===== src/rtl/mips_cpu_muldiv_unit.sv =====
// Iterative MULT/MULTU/DIV/DIVU unit owning HI/LO; one product/quotient bit per clock.
// Signed ops run on magnitudes and are sign-corrected in a single FIX cycle.
module mips_cpu_muldiv_unit #(
  parameter int WIDTH = 32,
  parameter int CNT_W = 6
) (
  input  logic             clk,
  input  logic             rst_n,
  input  logic             start,
  input  logic [5:0]       op,
  input  logic [WIDTH-1:0] rs_content,
  input  logic [WIDTH-1:0] rt_content,
  input  logic             flush,
  output logic             busy,
  output logic             done,
  output logic             div_zero,
  output logic [WIDTH-1:0] hi,
  output logic [WIDTH-1:0] lo
);

  localparam logic [5:0] F_MULT  = 6'h18;
  localparam logic [5:0] F_MULTU = 6'h19;
  localparam logic [5:0] F_DIV   = 6'h1A;
  localparam logic [5:0] F_DIVU  = 6'h1B;
  localparam logic [5:0] F_MTHI  = 6'h11;
  localparam logic [5:0] F_MTLO  = 6'h13;

  typedef enum logic [1:0] {S_IDLE, S_MUL, S_DIV, S_FIX} state_t;

  state_t               state;
  logic [CNT_W-1:0]     cnt;
  logic [2*WIDTH-1:0]   p;        // {acc/remainder, multiplier/quotient}
  logic [WIDTH-1:0]     opnd;     // multiplicand or divisor magnitude
  logic                 neg_lo;   // product sign (MUL) or quotient sign (DIV)
  logic                 neg_hi;   // remainder sign: follows the dividend
  logic                 dz;
  logic                 is_div;

  // Operand magnitudes for issue
  logic             signed_op, a_neg, b_neg;
  logic [WIDTH-1:0] a_mag, b_mag;

  assign signed_op = (op == F_MULT) || (op == F_DIV);
  assign a_neg     = signed_op & rs_content[WIDTH-1];
  assign b_neg     = signed_op & rt_content[WIDTH-1];
  assign a_mag     = a_neg ? -rs_content : rs_content;
  assign b_mag     = b_neg ? -rt_content : rt_content;

  // Shift-add step: add multiplicand into the upper half, then shift right with carry
  logic [WIDTH:0]     mul_sum;
  logic [2*WIDTH-1:0] mul_next;
  assign mul_sum  = {1'b0, p[2*WIDTH-1:WIDTH]} + (p[0] ? {1'b0, opnd} : '0);
  assign mul_next = {mul_sum, p[WIDTH-1:1]};

  // Restoring-divide step: remainder < divisor, so the shifted value fits WIDTH+1 bits
  logic [WIDTH:0]     rem_sh, div_diff;
  logic               div_ge;
  logic [2*WIDTH-1:0] div_next;
  assign rem_sh   = {p[2*WIDTH-1:WIDTH], p[WIDTH-1]};
  assign div_diff = rem_sh - {1'b0, opnd};
  assign div_ge   = rem_sh >= {1'b0, opnd};
  assign div_next = div_ge ? {div_diff[WIDTH-1:0], p[WIDTH-2:0], 1'b1}
                           : {rem_sh[WIDTH-1:0],   p[WIDTH-2:0], 1'b0};

  // Sign correction applied in FIX
  logic [2*WIDTH-1:0] prod_fix;
  logic [WIDTH-1:0]   quo_fix, rem_fix;
  assign prod_fix = neg_lo ? -p : p;
  assign quo_fix  = dz ? '1 : (neg_lo ? -p[WIDTH-1:0] : p[WIDTH-1:0]);
  assign rem_fix  = neg_hi ? -p[2*WIDTH-1:WIDTH] : p[2*WIDTH-1:WIDTH];

  logic cnt_last;
  assign cnt_last = (cnt == CNT_W'(WIDTH-1));

  always_ff @(posedge clk) begin
    if (!rst_n) begin
      state    <= S_IDLE;
      cnt      <= '0;
      p        <= '0;
      opnd     <= '0;
      neg_lo   <= 1'b0;
      neg_hi   <= 1'b0;
      dz       <= 1'b0;
      is_div   <= 1'b0;
      busy     <= 1'b0;
      done     <= 1'b0;
      div_zero <= 1'b0;
      hi       <= '0;
      lo       <= '0;
    end else begin
      done     <= 1'b0;
      div_zero <= 1'b0;
      case (state)
        S_IDLE: begin
          if (start && !flush) begin
            case (op)
              F_MULT, F_MULTU: begin
                p      <= {{WIDTH{1'b0}}, b_mag};
                opnd   <= a_mag;
                neg_lo <= a_neg ^ b_neg;
                neg_hi <= 1'b0;
                dz     <= 1'b0;
                is_div <= 1'b0;
                cnt    <= '0;
                busy   <= 1'b1;
                state  <= S_MUL;
              end
              F_DIV, F_DIVU: begin
                p      <= {{WIDTH{1'b0}}, a_mag};
                opnd   <= b_mag;
                neg_lo <= a_neg ^ b_neg;
                neg_hi <= a_neg;
                dz     <= (rt_content == '0);
                is_div <= 1'b1;
                cnt    <= '0;
                busy   <= 1'b1;
                state  <= S_DIV;
              end
              F_MTHI: begin
                hi   <= rs_content;
                done <= 1'b1;
              end
              F_MTLO: begin
                lo   <= rs_content;
                done <= 1'b1;
              end
              default: ;
            endcase
          end
        end
        S_MUL, S_DIV: begin
          if (flush) begin
            busy  <= 1'b0;
            state <= S_IDLE;
          end else begin
            p   <= (state == S_MUL) ? mul_next : div_next;
            cnt <= cnt + 1'b1;
            if (cnt_last) state <= S_FIX;
          end
        end
        S_FIX: begin
          busy  <= 1'b0;
          state <= S_IDLE;
          if (!flush) begin
            if (is_div) begin
              hi <= rem_fix;
              lo <= quo_fix;
            end else begin
              hi <= prod_fix[2*WIDTH-1:WIDTH];
              lo <= prod_fix[WIDTH-1:0];
            end
            done     <= 1'b1;
            div_zero <= dz;
          end
        end
        default: begin
          busy  <= 1'b0;
          state <= S_IDLE;
        end
      endcase
    end
  end

endmodule

===== config.mk =====
export PLATFORM = sky130hd
export DESIGN_NAME = mips_cpu_muldiv_unit
export DESIGN_NICKNAME = d
export VERILOG_FILES = /design/src/rtl/mips_cpu_muldiv_unit.sv
export SDC_FILE = /design/constraint.sdc
export NUM_CORES = 1
export LEC_CHECK = 0
export ABC_AREA = 1
export ABC_CLOCK_PERIOD_IN_PS = 5900
export CAP_MARGIN = 30
export CORE_MARGIN = 1.5
export CORE_UTILIZATION = 35
export DETAILED_ROUTE_END_ITERATION = 8
export GPL_TIMING_DRIVEN = 0
export PLACE_DENSITY_LB_ADDON = 0.08
export SLEW_MARGIN = 20
export SYNTH_ARGS = -nofsm -noshare
export SYNTH_HDL_FRONTEND = slang
export SYNTH_SLANG_ARGS = --single-unit

===== constraint.sdc =====
create_clock -name clk -period 5.9 [get_ports clk]
set_input_delay 1.18 -clock clk [delete_from_list [all_inputs] [get_ports clk]]
set_output_delay 1.18 -clock clk [all_outputs]
set_load 0.02 [all_outputs]

# == Yosys cells after proc, flatten, opt, wreduce, memory -nomap -nowiden ==
# Cells that the tools add are included.
# word_totals
register_bits,175
in_bits,74
output_inout_bits,67
elab_cells,112
# op_classes
n_addsub,8
order_cmp,1
n_eq_ne,19
n_mux,44
bitwise,5
n_reduce_logical,22
# ops
cell,n
2-to-1 mux 32 bit,14
2-to-1 mux 64 bit,5
case mux 64 bit (2 select lines),2
case mux 32 bit (2 select lines),3
negation 32 bit,4
negation 64 bit,1
== test 6 x 5 -> 1 bit (second input constant),7
adder 32 x 32 -> 33 bit,1
>= comparator 33 x 32 -> 1 bit,1
logical NOT 32 bit,1
subtractor 32 bit,1
2-to-1 mux 6 bit,3
AND reduction 4 bit,4
case mux 6 bit (2 select lines),1
AND reduction 3 bit,4
inequality test 2 bit (second input constant),5
case mux 1 bit (2 select lines),4
OR reduction 2 bit,4
adder 6 x 1 -> 6 bit (second input constant),1
2-to-1 mux 1 bit,6
2-to-1 mux 2 bit,3
case mux 2 bit (3 select lines),1
nonzero test 2 bit,3
== test 2 bit (second input constant),2
15 further kinds,18

# == Longest topological paths before layout ==
# depth
ltp_word,7
ltp_mapped,20
depth_no_buf,18

# == Least setup slack after synthesis ==
# Ideal clock, no wire load.
# synth_path
kind,input-to-reg
startpoint,input rt_content[0]
endpoint,register opnd[24]
setup_time_ps,110
arrival_time_ps,2472
required_ps,5790
path_slack_ps,3318
stages,14
n_path_buf,0
cell_sequence,inv_1 -> ha_1 -> nand2_1 -> nor2_1 -> nand2_1 -> nor2_1 -> nand3_1 -> xor2_1 -> nand2_1 -> o21ai_0 -> nand2_1 -> o211ai_1 -> nand2_1 -> inv_1
# synth_via
elab_chain_len,3
# synth_rtl
item,line_no,text
from (decl),12,"input logic [WIDTH-1:0] rt_content,"
negation 32 bit,47,assign b_mag = b_neg ? -rt_content : rt_content;
2-to-1 mux 32 bit,47,
case mux 32 bit (2 select lines),96,case (op)
to (signal assigned),99,opnd <= a_mag;
to (signal assigned),110,opnd <= b_mag;
to (decl),33,logic [WIDTH-1:0] opnd;
# No other way between the ends.
# A chain may end at the register's enable or synchronous reset.

# == Worst setup path in the final report ==
# layout_path
startpoint,input rt_content[0]
endpoint,register p[16]
# layout_via
elab_chain_len,5
# layout_rtl
item,line_no,text
negation 32 bit,47,
2-to-1 mux 32 bit,47,
case mux 64 bit (2 select lines),96,
2-to-1 mux 64 bit,95,if (start && !flush) begin
case mux 64 bit (2 select lines),93,case (state)
to (signal assigned),98,"p <= {{WIDTH{1'b0}}, b_mag};"
to (signal assigned),109,"p <= {{WIDTH{1'b0}}, a_mag};"
to (signal assigned),136,p <= (state == S_MUL) ? mul_next : div_next;
to (decl),32,logic [2*WIDTH-1:0] p;
# No other way between the ends. The select of a mux whose other input is x is not followed.

==> out/results.txt <==
Max-slew violations: 0
Starting Density: 35.50%
Port bufs: 140
PD cells: 490.7 nW/um2
Fin. Hold Viols: 0
Post-synth EDFFs: 0
First-pass DRT Iterations: 8
Die Footprint: 53,630 um2
TritonCTS buffer count: 17
GP Congestion: 1.030
Status: finished, final reports clean
DP Worst Slack: 1.939 ns
P_int: 4.034 mW
Syn avg cell area: 5.533 um2
Met2 wire length: 43,030 um
VDD IR max: 0.4509 mV
Top-level I/O count: 141
Switch share: 61.08%
Die Wd: 231.6 um
Routed WL per cell: 23.91 um
WP data required: 6.25 ns
Final net count: 3,612
Layout Area Growth over Synthesis: 15.50%
Fin Setup TNS: 0 ns
Yosys warning total: 0
Overall power: 10.36 mW
Vias per std cell: 5.618
Rel. slew slack: 29.50%
Worst hold path class: flip-flop to flip-flop
DIE HEIGHT: 231.6 um
First-pass GRT wire length: 142,900 um
Clock sinks: 175
Worst-Skew Late Latency: 0.47 ns
Hold Crit Start: cnt[2]
Crit path kind: input port to flip-flop
Flop pwr share: 16.3%
Crit-path max FO: 4
P_leak: 10.27 nW
H-tree Lvls: 4
Final period utilization: 60.33%
CTS Buffer Depth: 2
Slew @ Worst Pin: 1.057 ns
Final setup margin: 2.341 ns
CTS hold repair buffers: 0
Crit path from: rt_content[0]
Remaining DRCs: 0
Hold depth: 2
Row count: 83
RR Startpoint: p[0]
CP Capture Type: flip-flop
Distinct cells, synth: 56
CP Launch Type: input port
Vias in the first global route: 21,730
Switching power: 6.330 mW
Top-count cell post-synth: nand2_1
Critical path arrival: 3.91 ns
Syn_nets: 3,453
Post-Syn Instances: 3,305
Yosys top cell area share: 19.16%
M1 WL: 42,670 um
Final Skew: 0.01568 ns
Routed Antenna Nets: 0
CTS Root Cell: clkbuf_16
Combinational share of power: 72.2%
Area leader, netlist: dfxtp_1
Clock share of power: 11.5%
All-layer global routing usage: 36.50%
Most common flop cell mapped by yosys: dfxtp_1
Dpl hpwl: 83,800 um
Ratio of cells with drive above 1 in the final layout: 4.228%
Max Cap Violations: 0
DR vias: 23,360
FFs w/ async S/R, synth: 0%
RSZ-0062 raised after global routing: false
Met3 wire len: 8287 um
# Post-CTS Setup Buffers: 0
CTS tree: yes
Worst hold path endpoint: cnt[2]
Largest net degree at the start of global routing: 18
DRT Wirelength: 99,430 um
Post_cts resized: 0
Initial DRC Count: 2,586
Post-route minimum period: 3.559 ns
Gr ovfl total: 0
Post-synth top cells: nand2_1 (889), inv_1 (454), nor2_1 (384)
Synthesized flop and latch total: 175
Initial antenna violation count: 0
FF-to-FF End: p[58]
Synth area leaders: dfxtp_1 (19%), nand2_1 (18%), inv_1 (9.3%)
Worst r2r path cells: 16
Maximum clock rate: 281.0 MHz
Synthesized area: 18,290 um2
Worst-path clk slew: 0.08 ns
Core area: 51,510 um2
Reg2Reg Setup Slack: 2.51 ns
Register area share after synthesis: 19.16%
Final setup viols: 0
DR top layer: met4
## routing by layer
metal	track usage [%]	vias up
met5	0	-
met4	17.88	0
met3	6.767	215
met2	56.40	1145
met1	48.55	10950
li1	-	11050
## kinds of logic (layout without fill, tap and decap cells)
| group | Yosys count | in the layout | share of synthesized area (%) |
|---|---|---|---|
| AO/OA/AOI/OAI | 633 | 633 | 18.60 |
| buffers and inverters | 592 | 764 | 12.56 |
| adder cells (fa/ha/maj) | 74 | 74 | 5.145 |
| flip-flops | 175 | 175 | 19.16 |
| XOR/XNOR | 58 | 58 | 2.778 |
| multiplexers | 1 | 1 | 0.05474 |
| AND/OR/NAND/NOR | 1772 | 1772 | 41.70 |
| other | 0 | 1 | 0 |
## power by group through the flow
stage	combinational, mW	sequential [mW]	clock, mW
floorplan	4.77	1.56	0
global placement	7.20	1.71	0
detailed placement	7.21	1.71	0
CTS	7.24	1.68	1.19
global route	8.08	1.70	1.24
finish	7.48	1.69	1.19
## layout by cell type (no fill, tap or decap), types with 7 or more instances in the layout
cell type	n
o21bai_1	11
nor2_4	7
dfxtp_1	175
clkbuf_16	17
nor2_1	384
buf_2	27
clkdlybuf4s50_1	140
xor2_1	54
a31oi_1	7
o211ai_1	29
a21oi_1	270
o21ai_0	256
or2_2	16
inv_2	16
nand4_1	49
nand3_1	311
o21ai_1	18
nor2_2	11
ha_1	72
nor3_1	38
clkbuf_1	69
nand2_2	9
inv_1	454
nor4_1	9
nand2_1	889
a22oi_1	11
buf_1	15
nand3b_1	18
## state kept, by name, summed over array words and instances (netlist names), 2 cells and up
name   count
cnt        6
hi        32
lo        32
opnd      32
p         64
state      2
## layout make-up
type,count,area (um2)
timing repair buffer,140,1401
fill,5873,30390
sequential,175,3503
tap,680,850.8
multi-input combinational,2538,12490
clock inverter,13,147.6
inverter,476,1790
buffer,116,506.7
clock buffer,19,432.9
antenna,1,2.502
## through the flow
step	hold WS, ns	instances	util [%]	area, um2
after floorplan	0.4273	3305	-	18290
after global routing	0.5197	4157	41.00	21120
final	0.4850	4158	41.01	21120
after detailed placement	0.4713	4125	39.87	20540
after global placement	0.4593	4125	39.87	20540
after CTS	0.4810	4157	41.00	21120
## how the worst max path moves through the flow
stage                          end  cells after the start
after CTS                    p[16]                     13
final                        p[16]                     13
after global routing         p[16]                     13
after global placement       p[16]                     13
after detailed placement     p[16]                     13
after floorplan           opnd[24]                     14
## worst max-delay path: stages
cell and delay, ns:
clkdlybuf4s50_1 0.47, inv_1 0.12, ha_1 0.28, nand2_1 0.08, nor2_1 0.30, nand2_1 0.12, nor2_1 0.27, nand2_1 0.14
xor2_1 0.16, nand2_1 0.05, o21ai_1 0.19, o211ai_1 0.40, a21oi_1 0.13
Power figures use the tool's default switching activity.
